===== config.mk =====
export PLATFORM = sky130hd
export DESIGN_NAME = serial_tx_link_flat
export DESIGN_NICKNAME = d
export VERILOG_FILES = /design/src/rtl/serial_tx_link_if.sv /design/src/rtl/serial_tx_link.sv /design/src/flat_wrapper.sv
export SDC_FILE = /design/constraint.sdc
export NUM_CORES = 1
export LEC_CHECK = 0
export CORE_UTILIZATION = 55
export DETAILED_ROUTE_END_ITERATION = 12
export PLACE_DENSITY_LB_ADDON = 0.25
export SLEW_MARGIN = 5
export SYNTH_ARGS = -nofsm -noshare
export SYNTH_HDL_FRONTEND = slang
export SYNTH_SLANG_ARGS = --single-unit

===== constraint.sdc =====
create_clock -name clk -period 2.1 [get_ports clk]
set_clock_uncertainty 0.05 [all_clocks]
set_input_delay 0.525 -clock clk [delete_from_list [all_inputs] [get_ports clk]]
set_output_delay 0.525 -clock clk [all_outputs]
set_load 0.05 [all_outputs]

===== src/rtl/serial_tx_link_if.sv =====
// serial_tx_link_if: groups the crossbar load port and the serial link of one
// serial_tx_link instance. "slave" is the serialiser side; "master" is the
// crossbar plus downstream receiver seen from the serialiser.
`ifndef PAYLOAD_SIZE
`define PAYLOAD_SIZE 4
`endif
`ifndef ADDR_BITS
`define ADDR_BITS 4
`endif

interface serial_tx_link_if #(
  parameter int WIDTH = `PAYLOAD_SIZE + `ADDR_BITS
);
  logic [WIDTH-1:0] item_in;
  logic             ena;
  logic             busy;
  logic             tx_bit;
  logic             tx_frame;
  logic             tx_ack;
  logic             retry;

  modport master (
    output item_in, ena, tx_ack,
    input  busy, tx_bit, tx_frame, retry
  );

  modport slave (
    input  item_in, ena, tx_ack,
    output busy, tx_bit, tx_frame, retry
  );
endinterface


===== src/rtl/serial_tx_link.sv =====
// serial_tx_link: per-output-port serialiser. Captures one flit when the
// crossbar enables the port, shifts it LSB first onto a single-bit link, then
// holds the port busy until the neighbour acknowledges, retransmitting after
// ACK_TIMEOUT idle cycles (0 = wait forever).
// Optional feature: define SERIAL_TX_PARITY_EN to append an even-parity bit
// (XOR of the flit) as the last frame bit.
`ifndef PAYLOAD_SIZE
`define PAYLOAD_SIZE 4
`endif
`ifndef ADDR_BITS
`define ADDR_BITS 4
`endif

module serial_tx_link #(
  parameter int id          = -1,
  parameter int WIDTH       = `PAYLOAD_SIZE + `ADDR_BITS,
  parameter int ACK_TIMEOUT = 64
) (
  input logic              clk,
  input logic              reset,
  serial_tx_link_if.slave  link
);

`ifdef SERIAL_TX_PARITY_EN
  localparam int FRAME_LEN = WIDTH + 1;
`else
  localparam int FRAME_LEN = WIDTH;
`endif

  localparam int BIT_W = (FRAME_LEN < 2) ? 1 : $clog2(FRAME_LEN);
  localparam int TO_W  = (ACK_TIMEOUT < 2) ? 1 : $clog2(ACK_TIMEOUT);
  localparam logic [BIT_W-1:0] LAST_BIT = BIT_W'(FRAME_LEN - 1);
  localparam logic [TO_W-1:0]  TO_LAST  = TO_W'(ACK_TIMEOUT - 1);

  typedef enum logic [1:0] {
    IDLE     = 2'd0,
    SHIFT    = 2'd1,
    WAIT_ACK = 2'd2
  } state_t;

  // Even parity of a flit: XOR of all its bits.
  function automatic logic even_parity(input logic [WIDTH-1:0] d);
    return ^d;
  endfunction

  // Frame as it goes on the wire, bit 0 first; parity (if enabled) last.
  function automatic logic [FRAME_LEN-1:0] make_frame(input logic [WIDTH-1:0] d);
`ifdef SERIAL_TX_PARITY_EN
    return {even_parity(d), d};
`else
    return d;
`endif
  endfunction

  state_t               state_r;
  logic [WIDTH-1:0]     hold_r;
  logic [FRAME_LEN-1:0] shift_r;
  logic [BIT_W-1:0]     bit_cnt_r;
  logic [TO_W-1:0]      to_cnt_r;
  logic                 busy_r;
  logic                 tx_bit_r;
  logic                 tx_frame_r;
  logic                 retry_r;

  // Frame FSM: all outputs registered so the link sees no input-to-output path.
  always_ff @(posedge clk or negedge reset) begin
    if (!reset) begin
      state_r    <= IDLE;
      hold_r     <= '0;
      shift_r    <= '0;
      bit_cnt_r  <= '0;
      to_cnt_r   <= '0;
      busy_r     <= 1'b0;
      tx_bit_r   <= 1'b0;
      tx_frame_r <= 1'b0;
      retry_r    <= 1'b0;
    end else begin
      retry_r <= 1'b0;
      case (state_r)
        IDLE: begin
          busy_r     <= 1'b0;
          tx_frame_r <= 1'b0;
          tx_bit_r   <= 1'b0;
          if (link.ena) begin
            // First bit is driven straight from the input so it appears E0+.
            hold_r     <= link.item_in;
            shift_r    <= make_frame(link.item_in);
            bit_cnt_r  <= '0;
            busy_r     <= 1'b1;
            tx_frame_r <= 1'b1;
            tx_bit_r   <= link.item_in[0];
            state_r    <= SHIFT;
          end else begin
            state_r <= IDLE;
          end
        end

        SHIFT: begin
          // tx_ack and ena are deliberately not looked at here.
          if (bit_cnt_r == LAST_BIT) begin
            tx_frame_r <= 1'b0;
            tx_bit_r   <= 1'b0;
            to_cnt_r   <= '0;
            state_r    <= WAIT_ACK;
          end else begin
            shift_r    <= {1'b0, shift_r[FRAME_LEN-1:1]};
            tx_bit_r   <= shift_r[1];
            bit_cnt_r  <= bit_cnt_r + BIT_W'(1);
            state_r    <= SHIFT;
          end
        end

        WAIT_ACK: begin
          tx_frame_r <= 1'b0;
          tx_bit_r   <= 1'b0;
          if (link.tx_ack) begin
            // Ack beats a coinciding timeout.
            busy_r  <= 1'b0;
            state_r <= IDLE;
          end else if (ACK_TIMEOUT != 0) begin
            if (to_cnt_r == TO_LAST) begin
              // Retransmit from the hold copy; busy stays high throughout.
              shift_r    <= make_frame(hold_r);
              bit_cnt_r  <= '0;
              tx_frame_r <= 1'b1;
              tx_bit_r   <= hold_r[0];
              retry_r    <= 1'b1;
              state_r    <= SHIFT;
            end else begin
              to_cnt_r <= to_cnt_r + TO_W'(1);
              state_r  <= WAIT_ACK;
            end
          end else begin
            state_r <= WAIT_ACK;
          end
        end

        default: begin
          busy_r     <= 1'b0;
          tx_frame_r <= 1'b0;
          tx_bit_r   <= 1'b0;
          state_r    <= IDLE;
        end
      endcase
    end
  end

  assign link.busy     = busy_r;
  assign link.tx_bit   = tx_bit_r;
  assign link.tx_frame = tx_frame_r;
  assign link.retry    = retry_r;

endmodule

===== src/flat_wrapper.sv =====
// flat-port wrapper written by rule: the top's interface ports become plain ports
module serial_tx_link_flat 
#(
  parameter int id          = -1,
  parameter int WIDTH       = `PAYLOAD_SIZE + `ADDR_BITS,
  parameter int ACK_TIMEOUT = 64
)
  (clk, reset, link_item_in, link_ena, link_tx_ack, link_busy, link_tx_bit, link_tx_frame, link_retry);
  serial_tx_link_if #(.WIDTH(WIDTH)) link_i ();
  input logic clk;
  input logic reset;
  input wire logic [$bits(link_i.item_in)-1:0] link_item_in;
  input wire logic [$bits(link_i.ena)-1:0] link_ena;
  input wire logic [$bits(link_i.tx_ack)-1:0] link_tx_ack;
  output wire logic [$bits(link_i.busy)-1:0] link_busy;
  output wire logic [$bits(link_i.tx_bit)-1:0] link_tx_bit;
  output wire logic [$bits(link_i.tx_frame)-1:0] link_tx_frame;
  output wire logic [$bits(link_i.retry)-1:0] link_retry;
  assign link_i.item_in = link_item_in;
  assign link_i.ena = link_ena;
  assign link_i.tx_ack = link_tx_ack;
  assign link_busy = link_i.busy;
  assign link_tx_bit = link_i.tx_bit;
  assign link_tx_frame = link_i.tx_frame;
  assign link_retry = link_i.retry;
  serial_tx_link #(.id(id), .WIDTH(WIDTH), .ACK_TIMEOUT(ACK_TIMEOUT)) u_core (.clk(clk), .reset(reset), .link(link_i));
endmodule

==> results of run 1 <==
worst min-delay path: cells and delay by family, from the launching register on:
kind	cells	cell delay (ns)
AO/OA/AOI/OAI	1	0.06
flip-flops	1	0.36
AND/OR/NAND/NOR	1	0.05
sequential cells by signal (all words and copies together), names as in the netlist:
register,cells
u_core.bit_cnt_r,3
u_core.link.tx_frame,1
u_core.link.tx_bit,1
u_core.state_r,2
u_core.hold_r,8
u_core.to_cnt_r,6
u_core.link.busy,1
u_core.link.retry,1
u_core.shift_r,7
worst paths after layout:
kind	start	endpoint	slack (ns)	cells after the start
setup / recovery	u_core.link.retry$_DFF_PN0_	link_retry	0.07	1
hold / removal	u_core.hold_r[7]$_DFFE_PN0P_	u_core.hold_r[7]$_DFFE_PN0P_	0.45	2
setup reg to reg	u_core.state_r[0]$_DFF_PN0_	u_core.to_cnt_r[5]$_DFFE_PN0P_	0.34	7
hold reg to reg	u_core.hold_r[7]$_DFFE_PN0P_	u_core.hold_r[7]$_DFFE_PN0P_	0.45	2
max in group asynchronous	reset	u_core.bit_cnt_r[1]$_DFFE_PN0P_	1.20	2
min in group asynchronous	reset	u_core.link.tx_frame$_DFFE_PN0N_	0.52	2
metrics by stage:
stage / worst slack [ns] / cell area, sq um / total power, mW / hold slack (ns)
after floorplan: 0.522 / 1560 / 1.67 / 0.179
after detailed placement: 0.0549 / 1750 / 1.92 / 0.431
final: 0.0659 / 1870 / 2.51 / 0.449
after global placement: 0.0664 / 1750 / 1.87 / 0.413
after CTS: 0.0117 / 1870 / 2.54 / 0.454
after global routing: 0.0102 / 1870 / 2.68 / 0.477
metal layers:
metal,global-route usage [%],up-vias
met5,0,-
met4,9.29,0
met3,6.79,6
met2,34.6,20
met1,28.8,539
li1,-,565
cell usage in the layout, fill, tap and decap left out, drive strengths merged, types with 2 or more instances in the layout:
cell | netlist | final
o211ai | 2 | 2
nor3 | 2 | 2
nand3 | 6 | 6
o21ai | 6 | 6
inv | 10 | 10
mux2 | 14 | 14
ha | 7 | 7
dlymetal6s2s | 0 | 2
clkdlybuf4s50 | 0 | 13
bufinv | 0 | 2
a31oi | 2 | 2
mux2i | 4 | 4
clkbuf | 3 | 6
nand2 | 17 | 17
nor2 | 10 | 10
buf | 2 | 4
o31ai | 2 | 2
nand2b | 3 | 3
dfrtp | 30 | 30
a22oi | 6 | 6
nor2b | 3 | 3
a21oi | 13 | 13
logic make-up after synthesis:
family / after synthesis / share of synthesized area, %
fa+ha+maj: 7 / 5.62
compound gates: 34 / 14.5
simple gates: 44 / 14.0
flops: 30 / 48.2
xor+xnor: 1 / 0.562
buf+inv: 15 / 3.78
mux: 18 / 13.4
repair_timing:
| item | in CTS | in global routing |
|---|---|---|
| gates resized for setup | 0 | 2 |
| setup buffers | 0 | 0 |
| endpoints found under the setup margin | 0 | 2 |
| hold buffers | 0 | 0 |
layout make-up:
| class | instances | area, sq um | area share [%] |
|---|---|---|---|
| timing repair buffer | 19 | 185 | 9.90 |
| multi-input combinational | 104 | 748 | 40.0 |
| clock buffer | 6 | 51.3 | 2.74 |
| sequential | 30 | 751 | 40.1 |
| tap | 30 | 37.5 | 2.01 |
| inverter | 10 | 37.5 | 2.01 |
| clock inverter | 2 | 60.1 | 3.21 |
power by group through the flow:
stage	sequential (mW)	combinational [mW]	clock, mW
after floorplan	0.987	0.682	0
after global routing	0.962	1.08	0.637
final	0.932	0.980	0.602
after detailed placement	0.939	0.984	0
after CTS	0.932	0.992	0.615
after global placement	0.924	0.947	0
==> results.yml, run 1 <==
logic_synthesis:
  synth_commonest_cells: "30 x dfrtp_1, 17 x nand2_1, 13 x a21oi_1"
  synth_area_leaders: "dfrtp_1 48%, mux2_2 8.0%, ha_1 5.6%"
  synth_top_area_share_pct: 48.2
  synth_area_per_cell_sq_um: 10.5
  synthCells: 149
  synth-edff-count: 0
  synthesis.area_sq_um: 1560
  yosysMostFrequentCell: "dfrtp_1"
  synth_flop_cell: "dfrtp_1"
  ys_types: 30
  async_reset_ff_share_pct: 100
  yosys_warnings: 0
  syn_nets: 168
  synth_top_area_cell: "dfrtp_1"
  ys_ff_latch: 30
  seq_area_frac_synth_pct: 48.2
power_and_ir_drop:
  seqPwrFrac_pct: 37.1
  p_int_mw: 1.68
  swShare_pct: 33.2
  power_density_nw_per_um2: 1340
  p_switching_uw: 835
  leakage_nw: 0.861
  peakVddDrop_v: 0.000986
  p_clk_share_pct: 23.9
  combPwrFrac_pct: 39.0
sta:
  fin_setup_tns_ns: 0
  hold_violations: 0
  fmax_mhz: 492
  drv_slew: 0
  fin_crit_sh_pct: 96.9
  tightest_slew_ns: 0.517
  relSlewSlack_pct: 65.5
  rsz0062_at_grt: "no"
  setup_viol: 0
  period_needed_ns: 2.03
place:
  gp_congestion: 0.859
  dp_hpwl_mm: 2.15
  portBuffers: 15
  dp_cells: 193
die:
  row_count: 18
  core_sq_um: 2570
  die_y_microns: 55.2
  die_w_microns: 55.2
  ios: 16
  start_util_pct: 60.7
  die_area_sq_um: 3050
routing:
  wl_met1_mm: 1.41
  vias_per_cell: 5.62
  top_layer_used: "met4"
  route.met2.wl_mm: 1.41
  vias: 1130
  wl_per_cell_microns: 14.9
  drc: 0
  wl_met3_microns: 116
  first_iter_violations: 27
  first_pass_iters: 4
  wl_mm: 2.99
  ant_nets: 0
critical_path:
  cp.buffers_inverters: 1
  end_kind: "primary output"
  crit_type: "register to primary output"
  crit_family: "buffers and inverters"
  critPathLaunchType: "register"
  critPathSlowestCell: "clkdlybuf4s50_1"
  arrival_ns: 1.46
  worstPathCellList: "clkdlybuf4s50_1"
  cp_max_fo: 1
  cp.required_ns: 1.52
  cpPeakStageDelay_ns: 0.79
global_routing:
  grt_overflow_total: 0
  grt_pass1_wl_mm: 5.20
  grtUsageTotal_pct: 22.2
  antenna_found_initial: 0
  grt_max_degree: 31
  grt_pass1_vias: 1151
finish:
  nets: 189
  fillers: 193
  finalNonFillerCells: 201
  drive_gt1_share_pct: 18.1
  fin_util_pct: 72.9
  diodes: 0
  area_growth_pct: 20.1
clocking:
  insertion_delay_ns: 0.33
  cts_root_buffer: "clkbuf_4"
  clk_pin_slew_worst_paths_ns: 0.09
  cts.sinks: 30
  cts_buffers: 5
  clockBufferDepth: 2
  cts_tree: "done"
  cts_max_level: 2
run:
  max-cap-violations: 0
run_status:
  status: "complete, no violations"
worst_hold_path:
  min_path_type: "register to register"
Power figures use the tool's default switching activity.
==> run 2, diff against run 1 <==
--- a/config.mk
+++ b/config.mk
@@ -5,7 +5,9 @@
 export SDC_FILE = /design/constraint.sdc
 export NUM_CORES = 1
 export LEC_CHECK = 0
-export CORE_UTILIZATION = 55
+export CELL_PAD_IN_SITES_DETAIL_PLACEMENT = 1
+export CELL_PAD_IN_SITES_GLOBAL_PLACEMENT = 1
+export CORE_UTILIZATION = 44
 export DETAILED_ROUTE_END_ITERATION = 12
 export PLACE_DENSITY_LB_ADDON = 0.25
 export SLEW_MARGIN = 5
==> results.yml, run 2 (same netlist as run 1, synthesis figures left out) <==
critical_path:
  r2r_setup_slack_ns: 0.26
  rr_worst_depth: 6
  critPathLaunchType: "register"
  arrival_ns: 1.48
  crit_family: "buffers and inverters"
  cpPeakStageDelay_ns: 0.79
  critPathSlowestCell: "clkdlybuf4s50_1"
  rr_startpoint: "u_core.state_r[1]$_DFF_PN0_"
  r2r_end: "u_core.to_cnt_r[4]$_DFFE_PN0P_"
  cp.buffers_inverters: 1
  cp.required_ns: 1.52
  crit_type: "register to primary output"
  cp_max_fo: 1
  end_kind: "primary output"
  worstPathCellList: "clkdlybuf4s50_1"
place:
  dp_cells: 210
  portBuffers: 15
  gp_congestion: 0.848
  place_area_sq_um: 1780
  dp_hpwl_mm: 2.55
  pre_cts_ws_ns: 0.0159
power_and_ir_drop:
  power_density_nw_per_um2: 1260
  leakage_nw: 0.844
  peakVddDrop_v: 0.000465
  power_mw: 2.32
sta:
  whs_ns: 0.439
  drv_slew: 0
  hold_violations: 0
  fin_ws_ns: 0.0486
  setup_viol: 0
  fin_crit_sh_pct: 97.7
  rsz0062_at_grt: "no"
  relSlewSlack_pct: 65.7
  tightest_slew_ns: 0.514
  fmax_mhz: 487
  fin_setup_tns_ns: 0
  period_needed_ns: 2.05
worst_hold_path:
  min_path_type: "register to register"
  holdPathStages: 2
  hp-start: "u_core.hold_r[7]$_DFFE_PN0P_"
  min_to: "u_core.hold_r[7]$_DFFE_PN0P_"
finish:
  fin_util_pct: 54.9
  final_cell_mix: "30 x dfrtp_1, 17 x nand2_1, 13 x a21oi_1, 12 x clkdlybuf4s50_1, 11 x mux2_2"
  final_area_sq_um: 1850
  diodes: 0
  final_common_cell: "dfrtp_1"
  finalNonFillerCells: 218
  nets: 190
  multi_input_area_sq_um: 748
  drive_gt1_share_pct: 18.0
  area_growth_pct: 18.5
  fillers: 409
  seq_area_sq_um: 751
  top_regs: "u_core.hold_r (8), u_core.shift_r (7), u_core.to_cnt_r (6)"
  regMostFlops: "u_core.hold_r"
  largest_reg_flops: 8
global_routing:
  antenna_found_initial: 0
  grt_max_degree: 31
  grt_pass1_vias: 1224
  grt_overflow_total: 0
  grt_pass1_wl_mm: 5.69
  grtUsageTotal_pct: 21.5
clocking:
  cts_max_level: 2
  cts_buffers: 5
  post_cts_buffers: 0
  clockBufferDepth: 2
  insertion_delay_ns: 0.34
  cts_tree: "done"
  clk_pin_slew_worst_paths_ns: 0.09
  cts.sinks: 30
  cts_root_buffer: "clkbuf_4"
die:
  die_area_sq_um: 3780
  die_y_microns: 61.5
  core_sq_um: 3360
  die_w_microns: 61.5
  row_count: 21
  start_util_pct: 46.3
  ios: 16
routing:
  wl_mm: 3.55
  vias: 1154
  first_iter_violations: 42
  first_pass_iters: 4
  vias_per_cell: 5.29
  wl_per_cell_microns: 16.3
  ant_nets: 0
  drc: 0
run:
  max-cap-violations: 0
run_status:
  status: "complete, no violations"
[run 2: changes by cell type in the layout (fill, tap and decap cells not counted), sizes merged]
cell | previous run | this run
bufinv | 2 | 0
buf | 4 | 5
clkbuf | 6 | 7
clkdlybuf4s50 | 13 | 12
clkinv | 0 | 1
dlygate4sd2 | 0 | 1
[run 2: final cells by class]
type / instances / area share, %
timing repair buffer: 20 / 10.4
inverter: 10 / 2.03
tap: 46 / 3.12
clock buffer: 7 / 2.98
multi-input combinational: 104 / 40.5
sequential: 30 / 40.7
clock inverter: 1 / 0.271
[run 2: what timing repair did]
item	in CTS	in global routing
setup endpoints to repair	1	2
hold buffers	0	0
gates resized for setup	1	2
[run 2: worst max path at each step]
stage                                   startpoint                            end  slack, ns  cells past startpoint
floorplan           u_core.to_cnt_r[0]$_DFFE_PN0P_  u_core.shift_r[3]$_DFFE_PN0P_       0.52                      5
global placement                       link_tx_ack  u_core.shift_r[5]$_DFFE_PN0P_       0.06                      4
detailed placement                        link_ena  u_core.shift_r[5]$_DFFE_PN0P_       0.02                      5
CTS                   u_core.link.busy$_DFFE_PN0P_                      link_busy      0.004                      1
global route           u_core.link.retry$_DFF_PN0_                     link_retry      0.006                      1
finish                 u_core.link.retry$_DFF_PN0_                     link_retry       0.05                      1
[run 2: where the power goes]
group / internal (mW) / switching, mW
combinational: 0.477 / 0.540
sequential: 0.799 / 0.140
clock: 0.162 / 0.201
[run 2: per-layer routing]
layer / vias up / wire [microns] / part of all wire [%] / track usage, %
met5: - / 0 / 0 / 0
met4: 0 / 68 / 1.9 / 9.52
met3: 8 / 99 / 2.8 / 5.67
met2: 16 / 1780 / 50 / 35.6
met1: 557 / 1600 / 45 / 26.3
li1: 573 / - / - / -
[run 2: tightest hold or removal path, delay by kind of cell (launching register included)]
kind | cells | cell delay [ns]
DFF | 1 | 0.35
AOI/OAI and AO/OA | 1 | 0.06
and+or+nand+nor | 1 | 0.05
